<file path="src/rtl/rob_ctrl_if.sv">
// rob_ctrl_if: bundles the rename/allocate, writeback, mispredict and retire
// signals of rob_ctrl.
//   master : front-end / writeback / branch unit side (drives allocation,
//            completion and mispredict; observes pointers and retire bus)
//   slave  : rob_ctrl side
interface rob_ctrl_if #(
    parameter int ISSUE_WIDTH_MAX = 2,
    parameter int ROB_MAX_RETIRE  = 2,
    parameter int ROB_SIZE_CLOG   = 5,
    parameter int SRC_LEN         = 5,
    parameter int OPCODE_LEN      = 7,
    parameter int CDB_WIDTH       = 2
);
    logic [ISSUE_WIDTH_MAX-1:0]                 instr_val_id;
    logic [ISSUE_WIDTH_MAX-1:0][OPCODE_LEN-1:0] opcode_id;
    logic [ISSUE_WIDTH_MAX-1:0][SRC_LEN-1:0]    rd_id;
    logic [CDB_WIDTH-1:0]                       cdb_val;
    logic [CDB_WIDTH-1:0][ROB_SIZE_CLOG-1:0]    cdb_robid;
    logic                                       mispredict_val;
    logic [ROB_SIZE_CLOG-1:0]                   mispredict_robid;
    logic [ROB_SIZE_CLOG-1:0]                   rob_is_ptr;
    logic [ROB_SIZE_CLOG-1:0]                   rob_is_ptr_p1;
    logic                                       rob_full;
    logic [ROB_MAX_RETIRE-1:0][SRC_LEN-1:0]     rd_ret;
    logic [ROB_MAX_RETIRE-1:0]                  val_ret;
    logic [ROB_MAX_RETIRE-1:0]                  branch_ret;
    logic [ROB_MAX_RETIRE-1:0][ROB_SIZE_CLOG-1:0] robid_ret;
    logic                                       branch_clear_id;
    logic [ROB_SIZE_CLOG-1:0]                   mispredict_tag_id;

    modport master (
        output instr_val_id, opcode_id, rd_id, cdb_val, cdb_robid,
               mispredict_val, mispredict_robid,
        input  rob_is_ptr, rob_is_ptr_p1, rob_full, rd_ret, val_ret,
               branch_ret, robid_ret, branch_clear_id, mispredict_tag_id
    );

    modport slave (
        input  instr_val_id, opcode_id, rd_id, cdb_val, cdb_robid,
               mispredict_val, mispredict_robid,
        output rob_is_ptr, rob_is_ptr_p1, rob_full, rd_ret, val_ret,
               branch_ret, robid_ret, branch_clear_id, mispredict_tag_id
    );
endinterface

</file>
<file path="src/rtl/rob_ctrl.sv">
// rob_ctrl: reorder-buffer control. Allocates up to two in-order ROB IDs per
// cycle, marks entries done from the writeback buses, and retires up to two
// oldest done entries per cycle on a registered retire bus.
// Ports:
//   clk, rst  : clock, synchronous active-high reset
//   bus       : rob_ctrl_if.slave (allocation inputs, cdb completion,
//               mispredict, pointers/full flag, retire bus, flush pulse)
// Optional feature: define ROB_BRANCH_FLUSH_EN to enable mispredict recovery
// (younger entries squashed, tail rewound, registered flush pulse). Without
// it the mispredict inputs are ignored and the flush outputs are tied to 0.
module rob_ctrl #(
    parameter int ISSUE_WIDTH_MAX = 2,
    parameter int ROB_MAX_RETIRE  = 2,
    parameter int ROB_SIZE        = 32,
    parameter int ROB_SIZE_CLOG   = 5,
    parameter int SRC_LEN         = 5,
    parameter int OPCODE_LEN      = 7,
    parameter int CDB_WIDTH       = 2
) (
    input  logic        clk,
    input  logic        rst,
    rob_ctrl_if.slave   bus
);
    localparam int CW = ROB_SIZE_CLOG + 1;
    typedef logic [ROB_SIZE_CLOG-1:0] id_t;

    localparam logic [OPCODE_LEN-1:0] SB_TYPE = OPCODE_LEN'(7'b1100011);
    localparam logic [OPCODE_LEN-1:0] S_TYPE  = OPCODE_LEN'(7'b0100011);

    function automatic logic writes_no_rd(input logic [OPCODE_LEN-1:0] op);
        return (op == SB_TYPE) || (op == S_TYPE);
    endfunction

    id_t                 head, tail, head_p1, tail_nxt, id0, id1, tag_off;
    logic [CW-1:0]       count, count_nxt, n_alloc, n_ret;
    logic [ROB_SIZE-1:0] ent_val, ent_done, ent_nord, val_nxt, done_nxt, kill;
    logic [SRC_LEN-1:0]  ent_rd [ROB_SIZE];
    logic                full, flush, alloc0, alloc1, ret0, ret1;
    logic [ROB_MAX_RETIRE-1:0] ret_p0;

    assign full              = count > CW'(ROB_SIZE - ISSUE_WIDTH_MAX);
    assign head_p1           = head + id_t'(1);
    assign bus.rob_full      = full;
    assign bus.rob_is_ptr    = tail;
    assign bus.rob_is_ptr_p1 = tail + id_t'(1);

`ifdef ROB_BRANCH_FLUSH_EN
    assign flush   = bus.mispredict_val;
    assign tag_off = bus.mispredict_robid - head;

    // Ages are measured as distance from head; anything farther than the
    // mispredicted branch is younger and gets squashed.
    always_comb begin
        kill = '0;
        for (int i = 0; i < ROB_SIZE; i++) begin
            kill[i] = (id_t'(i) - head) > tag_off;
        end
    end

    always_ff @(posedge clk) begin
        if (rst) begin
            bus.branch_clear_id   <= 1'b0;
            bus.mispredict_tag_id <= '0;
        end else begin
            bus.branch_clear_id <= bus.mispredict_val;
            if (bus.mispredict_val) begin
                bus.mispredict_tag_id <= bus.mispredict_robid;
            end
        end
    end
`else
    logic unused_mispredict;
    assign unused_mispredict     = ^{bus.mispredict_val, bus.mispredict_robid};
    assign flush                 = 1'b0;
    assign tag_off               = '0;
    assign kill                  = '0;
    assign bus.branch_clear_id   = 1'b0;
    assign bus.mispredict_tag_id = '0;
`endif

    // Next-state of the entry flags. Retire looks only at registered done
    // bits, so a completion landing this cycle is seen next cycle.
    always_comb begin
        alloc0   = !full && !flush && bus.instr_val_id[0];
        alloc1   = !full && !flush && bus.instr_val_id[1];
        id0      = tail;
        id1      = bus.instr_val_id[0] ? tail + id_t'(1) : tail;
        ret0     = ent_val[head] && ent_done[head];
        ret1     = ret0 && ent_val[head_p1] && ent_done[head_p1];
        ret_p0   = {ret1, ret0};
        n_alloc  = CW'(alloc0) + CW'(alloc1);
        n_ret    = CW'(ret0) + CW'(ret1);
        val_nxt  = ent_val;
        done_nxt = ent_done;
        for (int w = 0; w < CDB_WIDTH; w++) begin
            if (bus.cdb_val[w] && ent_val[bus.cdb_robid[w]]) begin
                done_nxt[bus.cdb_robid[w]] = 1'b1;
            end
        end
        if (ret0) begin
            val_nxt[head]  = 1'b0;
            done_nxt[head] = 1'b0;
        end
        if (ret1) begin
            val_nxt[head_p1]  = 1'b0;
            done_nxt[head_p1] = 1'b0;
        end
        if (alloc0) begin
            val_nxt[id0]  = 1'b1;
            done_nxt[id0] = 1'b0;
        end
        if (alloc1) begin
            val_nxt[id1]  = 1'b1;
            done_nxt[id1] = 1'b0;
        end
        tail_nxt  = tail + id_t'(n_alloc);
        count_nxt = count + n_alloc - n_ret;
        if (flush) begin
            val_nxt   = val_nxt & ~kill;
            done_nxt  = done_nxt & ~kill;
            tail_nxt  = bus.mispredict_robid + id_t'(1);
            count_nxt = CW'(tag_off) + CW'(1) - n_ret;
        end
    end

    // Stage p0 -> registered retire bus and pointer state
    always_ff @(posedge clk) begin
        if (rst) begin
            head           <= '0;
            tail           <= '0;
            count          <= '0;
            ent_val        <= '0;
            ent_done       <= '0;
            bus.val_ret    <= '0;
            bus.branch_ret <= '0;
            bus.rd_ret     <= '0;
            bus.robid_ret  <= '0;
        end else begin
            head        <= head + id_t'(n_ret);
            tail        <= tail_nxt;
            count       <= count_nxt;
            ent_val     <= val_nxt;
            ent_done    <= done_nxt;
            bus.val_ret <= ret_p0;
            if (ret0) begin
                bus.robid_ret[0]  <= head;
                bus.rd_ret[0]     <= ent_nord[head] ? '0 : ent_rd[head];
                bus.branch_ret[0] <= ent_nord[head];
            end
            if (ret1) begin
                bus.robid_ret[1]  <= head_p1;
                bus.rd_ret[1]     <= ent_nord[head_p1] ? '0 : ent_rd[head_p1];
                bus.branch_ret[1] <= ent_nord[head_p1];
            end
        end
    end

    // Payload storage; only meaningful while the matching valid bit is set.
    always_ff @(posedge clk) begin
        if (alloc0) begin
            ent_rd[id0]   <= bus.rd_id[0];
            ent_nord[id0] <= writes_no_rd(bus.opcode_id[0]);
        end
        if (alloc1) begin
            ent_rd[id1]   <= bus.rd_id[1];
            ent_nord[id1] <= writes_no_rd(bus.opcode_id[1]);
        end
    end
endmodule
</file>
<file path="src/flat_wrapper.sv">
// flat-port wrapper written by rule: the top's interface ports become plain ports
module rob_ctrl_flat 
#(
    parameter int ISSUE_WIDTH_MAX = 2,
    parameter int ROB_MAX_RETIRE  = 2,
    parameter int ROB_SIZE        = 32,
    parameter int ROB_SIZE_CLOG   = 5,
    parameter int SRC_LEN         = 5,
    parameter int OPCODE_LEN      = 7,
    parameter int CDB_WIDTH       = 2
)
  (clk, rst, bus_instr_val_id, bus_opcode_id, bus_rd_id, bus_cdb_val, bus_cdb_robid, bus_mispredict_val, bus_mispredict_robid, bus_rob_is_ptr, bus_rob_is_ptr_p1, bus_rob_full, bus_rd_ret, bus_val_ret, bus_branch_ret, bus_robid_ret, bus_branch_clear_id, bus_mispredict_tag_id);
  rob_ctrl_if #(.ISSUE_WIDTH_MAX(ISSUE_WIDTH_MAX), .ROB_MAX_RETIRE(ROB_MAX_RETIRE), .ROB_SIZE_CLOG(ROB_SIZE_CLOG), .SRC_LEN(SRC_LEN), .OPCODE_LEN(OPCODE_LEN), .CDB_WIDTH(CDB_WIDTH)) bus_i ();
  input  logic clk;
  input  logic rst;
  input wire logic [$bits(bus_i.instr_val_id)-1:0] bus_instr_val_id;
  input wire logic [$bits(bus_i.opcode_id)-1:0] bus_opcode_id;
  input wire logic [$bits(bus_i.rd_id)-1:0] bus_rd_id;
  input wire logic [$bits(bus_i.cdb_val)-1:0] bus_cdb_val;
  input wire logic [$bits(bus_i.cdb_robid)-1:0] bus_cdb_robid;
  input wire logic [$bits(bus_i.mispredict_val)-1:0] bus_mispredict_val;
  input wire logic [$bits(bus_i.mispredict_robid)-1:0] bus_mispredict_robid;
  output wire logic [$bits(bus_i.rob_is_ptr)-1:0] bus_rob_is_ptr;
  output wire logic [$bits(bus_i.rob_is_ptr_p1)-1:0] bus_rob_is_ptr_p1;
  output wire logic [$bits(bus_i.rob_full)-1:0] bus_rob_full;
  output wire logic [$bits(bus_i.rd_ret)-1:0] bus_rd_ret;
  output wire logic [$bits(bus_i.val_ret)-1:0] bus_val_ret;
  output wire logic [$bits(bus_i.branch_ret)-1:0] bus_branch_ret;
  output wire logic [$bits(bus_i.robid_ret)-1:0] bus_robid_ret;
  output wire logic [$bits(bus_i.branch_clear_id)-1:0] bus_branch_clear_id;
  output wire logic [$bits(bus_i.mispredict_tag_id)-1:0] bus_mispredict_tag_id;
  assign bus_i.instr_val_id = bus_instr_val_id;
  assign bus_i.opcode_id = bus_opcode_id;
  assign bus_i.rd_id = bus_rd_id;
  assign bus_i.cdb_val = bus_cdb_val;
  assign bus_i.cdb_robid = bus_cdb_robid;
  assign bus_i.mispredict_val = bus_mispredict_val;
  assign bus_i.mispredict_robid = bus_mispredict_robid;
  assign bus_rob_is_ptr = bus_i.rob_is_ptr;
  assign bus_rob_is_ptr_p1 = bus_i.rob_is_ptr_p1;
  assign bus_rob_full = bus_i.rob_full;
  assign bus_rd_ret = bus_i.rd_ret;
  assign bus_val_ret = bus_i.val_ret;
  assign bus_branch_ret = bus_i.branch_ret;
  assign bus_robid_ret = bus_i.robid_ret;
  assign bus_branch_clear_id = bus_i.branch_clear_id;
  assign bus_mispredict_tag_id = bus_i.mispredict_tag_id;
  rob_ctrl #(.ISSUE_WIDTH_MAX(ISSUE_WIDTH_MAX), .ROB_MAX_RETIRE(ROB_MAX_RETIRE), .ROB_SIZE(ROB_SIZE), .ROB_SIZE_CLOG(ROB_SIZE_CLOG), .SRC_LEN(SRC_LEN), .OPCODE_LEN(OPCODE_LEN), .CDB_WIDTH(CDB_WIDTH)) u_core (.clk(clk), .rst(rst), .bus(bus_i));
endmodule
</file>
<file path="config.mk">
export PLATFORM = sky130hd
export DESIGN_NAME = rob_ctrl_flat
export DESIGN_NICKNAME = d
export VERILOG_FILES = /design/src/rtl/rob_ctrl_if.sv /design/src/rtl/rob_ctrl.sv /design/src/flat_wrapper.sv
export SDC_FILE = /design/constraint.sdc
export NUM_CORES = 1
export LEC_CHECK = 0
export BUFFER_PORTS_ARGS = -buffer_cell sky130_fd_sc_hd__buf_2
export CAP_MARGIN = 20
export CORE_MARGIN = 3
export CORE_UTILIZATION = 44
export DETAILED_ROUTE_END_ITERATION = 16
export PLACE_DENSITY = 0.65
export SLEW_MARGIN = 20
export SYNTH_ARGS = -nofsm -noshare
export SYNTH_HDL_FRONTEND = slang
export SYNTH_SLANG_ARGS = --single-unit
</file>
<file path="constraint.sdc">
create_clock -name clk -period 5.6 [get_ports clk]
set_clock_uncertainty 0.1 [all_clocks]
set_input_delay 1.12 -clock clk [delete_from_list [all_inputs] [get_ports clk]]
set_output_delay 1.12 -clock clk [all_outputs]
set_load 0.1 [all_outputs]
</file>
[Word level (Yosys, flattened, before mapping)]
Memories as Yosys holds them, arrays and structs flattened. A register that Yosys moved wholly into a read port is not among the register bits.
Cells that the tools add are included.
Widths: inputs -> output; s select.
Word-level totals
  flip-flop bits (word level): 136
  bits in writable memories: 160
  bits of input ports: 46
  output and inout bits: 41
  logic and storage cells: 119
  memories kept: 1
Operators by class
  add/subtract/negate cells: 8
  order comparisons: 13
  eq/ne operators: 4
  multiplexer cells: 50
  bitwise gates (word level): 14
  reduce and logical (&&, ||, !) cells: 16
Memory list
  u_core.ent_rd: words 32, bits a word 5, rd ports 2, clocked after memory_dff 1, write ports 2, RTL line rob_ctrl.sv:37  | logic [SRC_LEN-1:0] ent_rd [ROB_SIZE];
Operators by type and width (count)
  $mux 32: 12
  $and 32x32->32: 6
  $not 32->32: 4
  $or 32x32->32: 4
  $bwmux 32: 2
  $bmux 1 s5: 8
  $lt 5x6->1 const B: 6
  $demux 1 s5: 6
  $ge 5x1->1 const B: 6
  $mux 5: 4
  $mux 1: 18
  $eq 7x6->1 const B: 2
  $eq 7x7->1 const B: 2
  $logic_and 1x1->1: 13
  $add 5x1->5 const B: 2
  $add 5x5->5: 2
  $add 6x6->6: 1
  $gt 6x5->1 const B: 1
  $sub 6x6->6: 1
  $add 1x1->2: 2
  $logic_or 1x1->1: 2
  $logic_not 1->1: 1

[Longest topological paths before layout]
Gate-level depths: netlist of the first run.
  word-level depth: 16
  gate-level depth with buffers: 27
  mapped depth without buffers: 20

[Worst setup path before layout of the first run]
Ideal clock, no wire load.
  path type: reg-to-reg
  from: register u_core.head[1]
  to: register u_core.count[5]
  library setup time: 0.128 ns
  data arrival time: 5.293 ns
  data required time: 5.372 ns
  slack: 0.080 ns
  cell stages (with the launch flop): 26
  path buffers: 7
  clock period less this slack: 5.520 ns
  path through: dfxtp_1 buf_6 buf_8 buf_6 clkbuf_1 buf_1 inv_1 ha_1 buf_2 buf_2 o211ai_1 o21ai_0 a222oi_1 o211a_1 nand2_1 inv_1 ha_1 fa_1 inv_1 ha_1 a21o_1 a21oi_1 o21bai_1 a21oi_1 xor2_1 nor2_1
Between the ends
  cells in the longest elaborated chain, start to end: 7
  elaborated cells between the ends (all ways): 14
  those cells by class: add/sub: 3; mux: 8; reduce/logical: 3
RTL lines
  from (decl): RTL line rob_ctrl.sv:34  | id_t head, tail, head_p1, tail_nxt, id0, id1, tag_off;
  from (signal assigned): RTL line rob_ctrl.sv:139  | head <= head + id_t'(n_ret);
  $add 5x1->5 *: RTL line rob_ctrl.sv:42  | assign head_p1 = head + id_t'(1);
  net u_core.head_p1[1]: RTL line rob_ctrl.sv:34
  $bmux 1 s5: RTL line rob_ctrl.sv:89  | ret1 = ret0 && ent_val[head_p1] && ent_done[head_p1];
  $mux 1 (implied by the code): RTL line rob_ctrl.sv:89
  $logic_and 1x1->1: RTL line rob_ctrl.sv:89
  $logic_and 1x1->1 *: RTL line rob_ctrl.sv:89
  net u_core.ret1: RTL line rob_ctrl.sv:38  | logic full, flush, alloc0, alloc1, ret0, ret1;
  $add 1x1->2 *: RTL line rob_ctrl.sv:92  | n_ret = CW'(ret0) + CW'(ret1);
  $sub 6x6->6 *: RTL line rob_ctrl.sv:117  | count_nxt = count + n_alloc - n_ret;
  to (signal assigned): RTL line rob_ctrl.sv:141  | count <= count_nxt;
  to (decl): RTL line rob_ctrl.sv:35  | logic [CW-1:0] count, count_nxt, n_alloc, n_ret;
The timed path passes the listed nets; every way through them passes the cells marked *. The select of a mux whose other input is x is not followed.
A chain may end at the register's enable or synchronous reset.

[Final worst setup path of the first run]
  from: register u_core.head[1]
  to: register u_core.count[5]
Between the ends
  cells in the longest elaborated chain, start to end: 7
  elaborated cells between the ends (all ways): 14
  those cells by class: add/sub: 3; mux: 8; reduce/logical: 3
RTL lines (RTL line)
  $add 5x1->5 or $bmux 1 s5 (tied branches): rob_ctrl.sv:42, rob_ctrl.sv:88
  $bmux 1 s5 or $mux 1 (tied branches): rob_ctrl.sv:89, rob_ctrl.sv:88
  $mux 1 (implied by the code) or $logic_and 1x1->1 (tied branches): rob_ctrl.sv:89, rob_ctrl.sv:88
  $logic_and 1x1->1 (2 in a row): rob_ctrl.sv:89
  $add 1x1->2 *: rob_ctrl.sv:92
  $sub 6x6->6 *: rob_ctrl.sv:117
Mark *: on every way between the ends. The rest lies on a longest branch, timed or not. The select of a mux whose other input is x is not followed.

==> metrics.md, run 1 <==
| Metric | Value |
|---|---|
| Final GP Congestion | between 0.9 and 1 |
| Post-synthesis async set-or-reset flop share | 0 |
| Seq/Total Area, Yosys | 0.400 |
| Critical path data required time | around 6 ns |
| CP Launch Type | flip-flop |
| Number of synthesized flops with an enable pin | 160 |
| Max incr delay on CP | slightly above 0.6 ns |
| I/O pin count | a little under 90 |
| Slew margin rel. | 0.201 |
| Total GRT Usage | 0.285 |
| Peak supply drop | between 0.2 and 0.25 mV |
| Maximum clock rate | between 200 and 250 MHz |
| Type of the worst setup path | reg2reg |
| N_diodes | 0 |
| Final worst-path cycle share | 0.892 |
| Antenna violations before repair | 1 |
| Reg2reg setup slack | about 0.6 ns |
| Die Ht | approximately 210 µm |
| Worst-path clk slew | around 0.06 ns |
| Cell area power density | 293 nW/µm² |
| Synthesis Warnings | 0 |
| Die footprint | 45300 µm² |
| DRC viols | 0 |
| Power after layout | 6080 µW |
| Root Driver | clkbuf_16 |
| Clock tree buffer depth | 3 |
| Final setup fails | 0 |
| Buf/Inv on CP | 4 |
| Num rows | 75 |
| Met3 WL post-DR | 6970 µm |
| DRT iter0 DRCs | approximately 2100 |
| Number of CTS-inserted buffers | 36 |
| Drt pass-1 iters | 6 |
| Max FO, Critical Path | 27 |
| Number of routed nets with antenna violations | 0 |
| Port Buffer Count | between 70 and 80 |
| Vias in the first global route | approximately 15000 |
| Setup TNS | 0 ns |
| Slew Limit Fails | 0 |
| Synth Flop Type | edfxtp_1 |
| Largest net degree at the start of global routing | 99 |
| WL met2 | around 30000 µm |
| P_leak | 0.00697 µW |
| Num Clock Sinks | a little under 300 |
| #FFs+latches synth | approximately 300 |
| Commonest non-fill, non-tap cell in the layout | mux2_2 |
| Wl on met1 | between 20000 and 25000 µm |
| CTS tree | built |
| Post CTS Setup Buffer Count | 0 |
| Worst-skew pair later-pin latency | ~0.55 ns |
| Crit-path cells | buf_12 > mux2_2 > a22o_1 > a2111oi_0 > o221ai_1 > nand2_2 > clkinv_1 > buf_4 > ha_1 > fa_1 > inv_1 > ha_1 > a21o_1 > a21oi_1 > o21bai_1 > a21oi_1 > xor2_1 > nor2_1 |
| Area delta synth->final | 10.5% |
| Final Hold Viols | 0 |
| WP data arrival | around 5.3 ns |
| Mapped cell area | approximately 19000 µm² |
| Post-CTS sizing | 0 |
| CTS Hold Bufs | 0 |
| Wire per inst | roughly 28 µm |
| H-tree depth | 2 |
| Fin crit period | around 5 ns |
| Share of cells above drive strength 1 | 0.293 |
| CP delay by family, top | compound AO/OA/AOI/OAI gates |
| Drt total wl | ~65000 µm |
| Status | completed |
| Final nets | 1832 |
| Initial Util | 0.447 |
| Routed via count | about 16000 |
| DR vias/cell | about 6.7 |
| Post-synthesis area per instance | between 10 and 15 µm² |
| Gr ovfl total | 0 |
| Netlist cell types | 70 |
| Crit end category | flip-flop |
| Highest routed layer | met5 |
| Die width | 213 µm |
| Core Area | between 40000 and 50000 µm² |
| Cells after synthesis | around 1700 |
| Worst hold path class | reg2reg |
| Final HPWL DP | about 45000 µm |
| Unrepaired setup endpoints after global routing | no |
| Global-route wire length before repair | approximately 97000 µm |
| Max-cap violations | 0 |
| Most frequent cells in the layout | mux2_2 (202), edfxtp_1 (160), nand2_1 (144) |
| Critical path's slowest cell | fa_1 |
| Slew @ Worst Pin | ~1.2 ns |
==> logic make-up after synthesis <==
| family | share of synthesized area |
|---|---|
| xor+xnor | 0.00978 |
| flops | 0.400 |
| mux | 0.275 |
| simple gates | 0.135 |
| fa+ha+maj | 0.0209 |
| buf+inv | 0.0484 |
| compound gates | 0.110 |
| other cells | 0.000199 |
==> flip-flops by register name, indices dropped and copies added, names as in the netlist <==
| name | flops |
|---|---|
| u_core.ent_rd | 160 |
| u_core.ent_done | 32 |
| u_core.ent_nord | 32 |
| u_core.ent_val | 32 |
| u_core.bus.rd_ret | 10 |
| u_core.bus.robid_ret | 10 |
| u_core.count | 6 |
| u_core.bus.rob_is_ptr | 5 |
| u_core.head | 5 |
| u_core.bus.branch_ret | 2 |
| u_core.bus.val_ret | 2 |
==> final timing paths <==
kind                                              to                  from  depth (start not counted)
worst max register to register       u_core.count[5]        u_core.head[1]                         18
worst min-delay path            u_core.bus.rd_ret[1]  u_core.bus.rd_ret[1]                          2
worst min register to register  u_core.bus.rd_ret[1]  u_core.bus.rd_ret[1]                          2
worst max-delay path                 u_core.count[5]        u_core.head[1]                         18
==> stage by stage <==
step	instance area [µm²]	util	instances	setup WS, ns	hold slack [ns]
floorplan	18800	-	1753	0.0797	0.355
global placement	19600	0.467	2257	0.721	0.342
detailed placement	19600	0.467	2257	0.671	0.344
CTS	20800	0.494	2322	0.681	0.351
global route	20800	0.494	2323	0.292	0.368
finish	20800	0.494	2323	0.604	0.352
==> worst register-to-register path, delay by kind of cell (launching register included) <==
| kind | cells | cell delay (ns) |
|---|---|---|
| simple gates | 2 | 0.23 |
| fa+ha+maj | 3 | 1.19 |
| flops | 1 | 0.50 |
| xor+xnor | 1 | 0.16 |
| mux | 1 | 0.39 |
| compound gates | 7 | 1.70 |
| buf+inv | 4 | 0.62 |
==> per-layer routing <==
metal	vias up	global-route usage
li1	6674	-
met1	7731	0.375
met2	957	0.467
met3	156	0.0552
met4	2	0.118
met5	-	0
==> report_power, final <==
part	leakage (µW)	internal, µW	switching, µW
clock network	0.000557	1320	980
registers	0.00254	2420	121
logic	0.00387	422	819
total	0.00697	4160	1920
==> layout make-up <==
cell class	instances	area [µm²]
clock buffer	44	952
fill	3839	21300
tap	539	674
inverter	58	218
sequential	296	7530
timing repair buffer	127	801
clock inverter	21	184
multi-input combinational	1238	10400
==> Yosys cell counts (11+ instances only) <==
| cell type | count | area (µm²) |
|---|---|---|
| a211oi_1 | 18 | 135 |
| a21oi_1 | 76 | 380 |
| a221oi_1 | 25 | 219 |
| a22oi_1 | 29 | 218 |
| a31oi_1 | 11 | 68.8 |
| and2_1 | 20 | 125 |
| and3_1 | 18 | 113 |
| buf_1 | 15 | 56.3 |
| buf_2 | 29 | 145 |
| clkbuf_1 | 107 | 402 |
| dfxtp_1 | 136 | 2720 |
| edfxtp_1 | 160 | 4800 |
| ha_1 | 25 | 313 |
| inv_1 | 57 | 214 |
| mux2_2 | 202 | 2270 |
| mux2i_1 | 22 | 220 |
| mux4_2 | 119 | 2680 |
| nand2_1 | 145 | 544 |
| nand3_1 | 61 | 305 |
| nand4_1 | 16 | 100 |
| nor2_1 | 135 | 507 |
| nor2b_1 | 19 | 119 |
| nor3_1 | 24 | 120 |
| nor4_1 | 23 | 144 |
| o211ai_1 | 11 | 82.6 |
| o21ai_0 | 70 | 350 |
| or3_1 | 14 | 87.6 |
| xor2_1 | 11 | 96.3 |
Note: power is estimated with default switching activity, not from simulation.
==> inputs of run 2 (changes only) <==
--- a/config.mk
+++ b/config.mk
@@ -10,7 +10,8 @@
 export CORE_MARGIN = 3
 export CORE_UTILIZATION = 44
 export DETAILED_ROUTE_END_ITERATION = 16
-export PLACE_DENSITY = 0.65
+export HOLD_SLACK_MARGIN = 0.05
+export PLACE_DENSITY = 0.62
 export SLEW_MARGIN = 20
 export SYNTH_ARGS = -nofsm -noshare
 export SYNTH_HDL_FRONTEND = slang
==> constraint.sdc (replaced) <==
create_clock -name clk -period 6.2 [get_ports clk]
set_clock_uncertainty 0.1 [all_clocks]
set_input_delay 1.24 -clock clk [delete_from_list [all_inputs] [get_ports clk]]
set_output_delay 1.24 -clock clk [all_outputs]
set_load 0.1 [all_outputs]
==> run 2 against run 1 <==
  * Clock-buffer cell count rose by 3
  * Power fell by 5.3%
  * Utilization rose by 0.27 points
  * Wire length fell by 0.31%
  * Clock power rose by 2%
  * Combinational power fell by 10%
  * Non-clock buffer count fell by 7
  * Global-route usage rose by 0.069 points
  * Die area did not move
  * Critical path depth rose by 1
  * Cell count fell by 0.17%
  * Via count fell by 1.5%
  * Largest power group is now clock
==> metrics.md, run 2 (synthesized netlist as in run 1, its figures left out) <==
| Metric | Value |
|---|---|
| P_leak | 0.00702 µW (+0.70%) |
| Worst hold path class | reg2reg |
| Final worst-path cycle share | 0.868 (-0.0243) |
| Worst R2R End | u_core.count[5] |
| Worst reg2reg path startpoint | u_core.head[1] |
| Core Area | 42000 µm² (unchanged) |
| Max FO, Critical Path | 42 (+56%) |
| Final GP Congestion | 0.992 (+2.8%) |
| CTS tree | built |
| Total GRT Usage | 0.286 (+0.000693) |
| Number of routed nets with antenna violations | 0 (unchanged) |
| Final nets | 1826 (-0.33%) |
| Slew @ Worst Pin | 1.11 ns (-0.0761 ns) |
| Die width | 213 µm (unchanged) |
| Commonest non-fill, non-tap cell in the layout | mux2_2 |
| Slew Limit Fails | 0 (unchanged) |
| Final setup fails | 0 (unchanged) |
| Peak supply drop | 0.220 mV (-2.5%) |
| Num rows | 75 (unchanged) |
| Share of cells above drive strength 1 | 0.291 (-0.00143) |
| Gr ovfl total | 0 (unchanged) |
| Wire per inst | 28.0 µm (-0.14%) |
| Setup ws final | 0.819 ns (+0.216 ns) |
| Clock tree buffer depth | 3 (unchanged) |
| Crit end category | flip-flop |
| Worst-skew pair later-pin latency | 0.56 ns (about the same) |
| Global-route wire length before repair | 96500 µm (about the same) |
| Antenna violations before repair | 3 (+2) |
| Power after layout | 5760 µW (-5.3%) |
| Type of the worst setup path | reg2reg |
| Die footprint | 45300 µm² (unchanged) |
| Largest net degree at the start of global routing | 61 (-38%) |
| Crit. Startpoint | u_core.head[1] |
| Post-CTS sizing | 0 (unchanged) |
| Root Driver | clkbuf_16 |
| Die Ht | 213 µm (unchanged) |
| Final HPWL DP | 45500 µm (+0.60%) |
| Routed via count | 15282 (-1.5%) |
| Cell area power density | 275 nW/µm² (-5.9%) |
| Number of CTS-inserted buffers | 37 (+2.8%) |
| Drt total wl | 64900 µm (-0.31%) |
| Worst setup path end | u_core.count[5] |
| CTS Hold Bufs | 0 (unchanged) |
| DRT iter0 DRCs | 1862 (-12%) |
| Fin crit period | 5.38 ns (+0.384 ns) |
| Post CTS Setup Buffer Count | 0 (unchanged) |
| Status | completed |
| Setup TNS | 0 ns (unchanged) |
| Most flops, register | u_core.ent_rd |
| H-tree depth | 2 (unchanged) |
| R2r worst-path depth | 19 (+1) |
| Unrepaired setup endpoints after global routing | no |
| Vias in the first global route | 14804 (-2.1%) |
| WP data arrival | 5.69 ns (+0.37 ns) |
| Maximum clock rate | 186 MHz (-7.1%) |
| Max reg flops | 160 (unchanged) |
| Num Clock Sinks | 296 (unchanged) |
| DR vias/cell | 6.59 (-1.4%) |
| CP Launch Type | flip-flop |
| Fin util | 0.497 (+0.00274) |
| I/O pin count | 87 (unchanged) |
| Critical path data required time | 6.51 ns (+0.58 ns) |
| Dpl cells | 2251 (-0.27%) |
| Port Buffer Count | 72 (unchanged) |
| Worst-path clk slew | 0.06 ns (about the same) |
| Pre-CTS WS | 0.934 ns (+0.263 ns) |
| DRC viols | 0 (unchanged) |
| Initial Util | 0.447 (unchanged) |
| Slew margin rel. | 0.257 (+0.0561) |
| Reg2reg setup slack | 0.82 ns (+0.22 ns) |
| Max-cap violations | 0 (unchanged) |
| Fin cells | 2319 (-0.17%) |
| Final Hold Viols | 0 (unchanged) |
| Most frequent cells in the layout | mux2_2 (202), edfxtp_1 (160), nand2_1 (144) |
| Drt pass-1 iters | 5 (-1) |
| Area delta synth->final | 11.1% |
-- run 2: cell types whose count changed in the layout (fill, tap and decap cells not counted), moves of 3 or more --
cell,previous run,this run
clkinv_1,2,5
o21ai_0,64,67
clkinv_2,11,7
o21ai_1,8,4
bufinv_16,2,7
buf_4,54,48
-- run 2: area by class of cell --
type	instances	area (µm²)
clock buffer	47	1030
inverter	58	218
clock inverter	20	277
fill	3775	21100
multi-input combinational	1238	10400
sequential	296	7530
timing repair buffer	120	731
antenna	1	2.50
tap	539	674
-- run 2: worst min path at each step --
| stage | slack, ns | start | cells after the start | endpoint |
|---|---|---|---|---|
| floorplan | 0.36 | u_core.ent_val[14] | 2 | u_core.ent_val[14] |
| global placement | 0.34 | u_core.bus.robid_ret[0] | 2 | u_core.bus.robid_ret[0] |
| detailed placement | 0.35 | u_core.bus.rd_ret[4] | 2 | u_core.bus.rd_ret[4] |
| CTS | 0.35 | u_core.bus.rd_ret[4] | 2 | u_core.bus.rd_ret[4] |
| global route | 0.38 | u_core.bus.rd_ret[1] | 2 | u_core.bus.rd_ret[1] |
| finish | 0.35 | u_core.bus.rd_ret[3] | 2 | u_core.bus.rd_ret[3] |
-- run 2: through the flow --
step                hold slack [ns]  instance area, µm²
global placement              0.344               19600
detailed placement            0.346               19600
floorplan                     0.355               18800
CTS                           0.353               20900
global route                  0.377               20900
finish                        0.349               20900
-- run 2: metal layers --
| metal | wire length (µm) | up-vias | track usage |
|---|---|---|---|
| met3 | 6420 | 180 | 0.0730 |
| met2 | 30800 | 845 | 0.462 |
| met4 | 2790 | 4 | 0.117 |
| li1 | - | 6663 | - |
| met5 | 27 | - | 0 |
| met1 | 24800 | 7590 | 0.369 |
-- run 2: report_power, final --
group / internal (µW) / switching, µW / total [µW]
clock: 1460 / 880 / 2340
combinational: 373 / 736 / 1110
sequential: 2190 / 116 / 2310
total: 4030 / 1730 / 5760
-- run 2: critical path, cell delays in order, from the launching register on --
cell and delay [ns]:
dfxtp_4 0.48, buf_4 0.62, mux4_2 0.60, nor3b_1 0.15
o21ai_0 0.20, nand4_1 0.32, nand2_2 0.18, clkinv_1 0.09
nand2_1 0.11, inv_1 0.19, ha_1 0.35, fa_1 0.58
inv_1 0.06, ha_1 0.28, a21o_1 0.17, a21oi_1 0.23
o21bai_1 0.09, a21oi_1 0.20, xor2_1 0.16, nor2_1 0.05
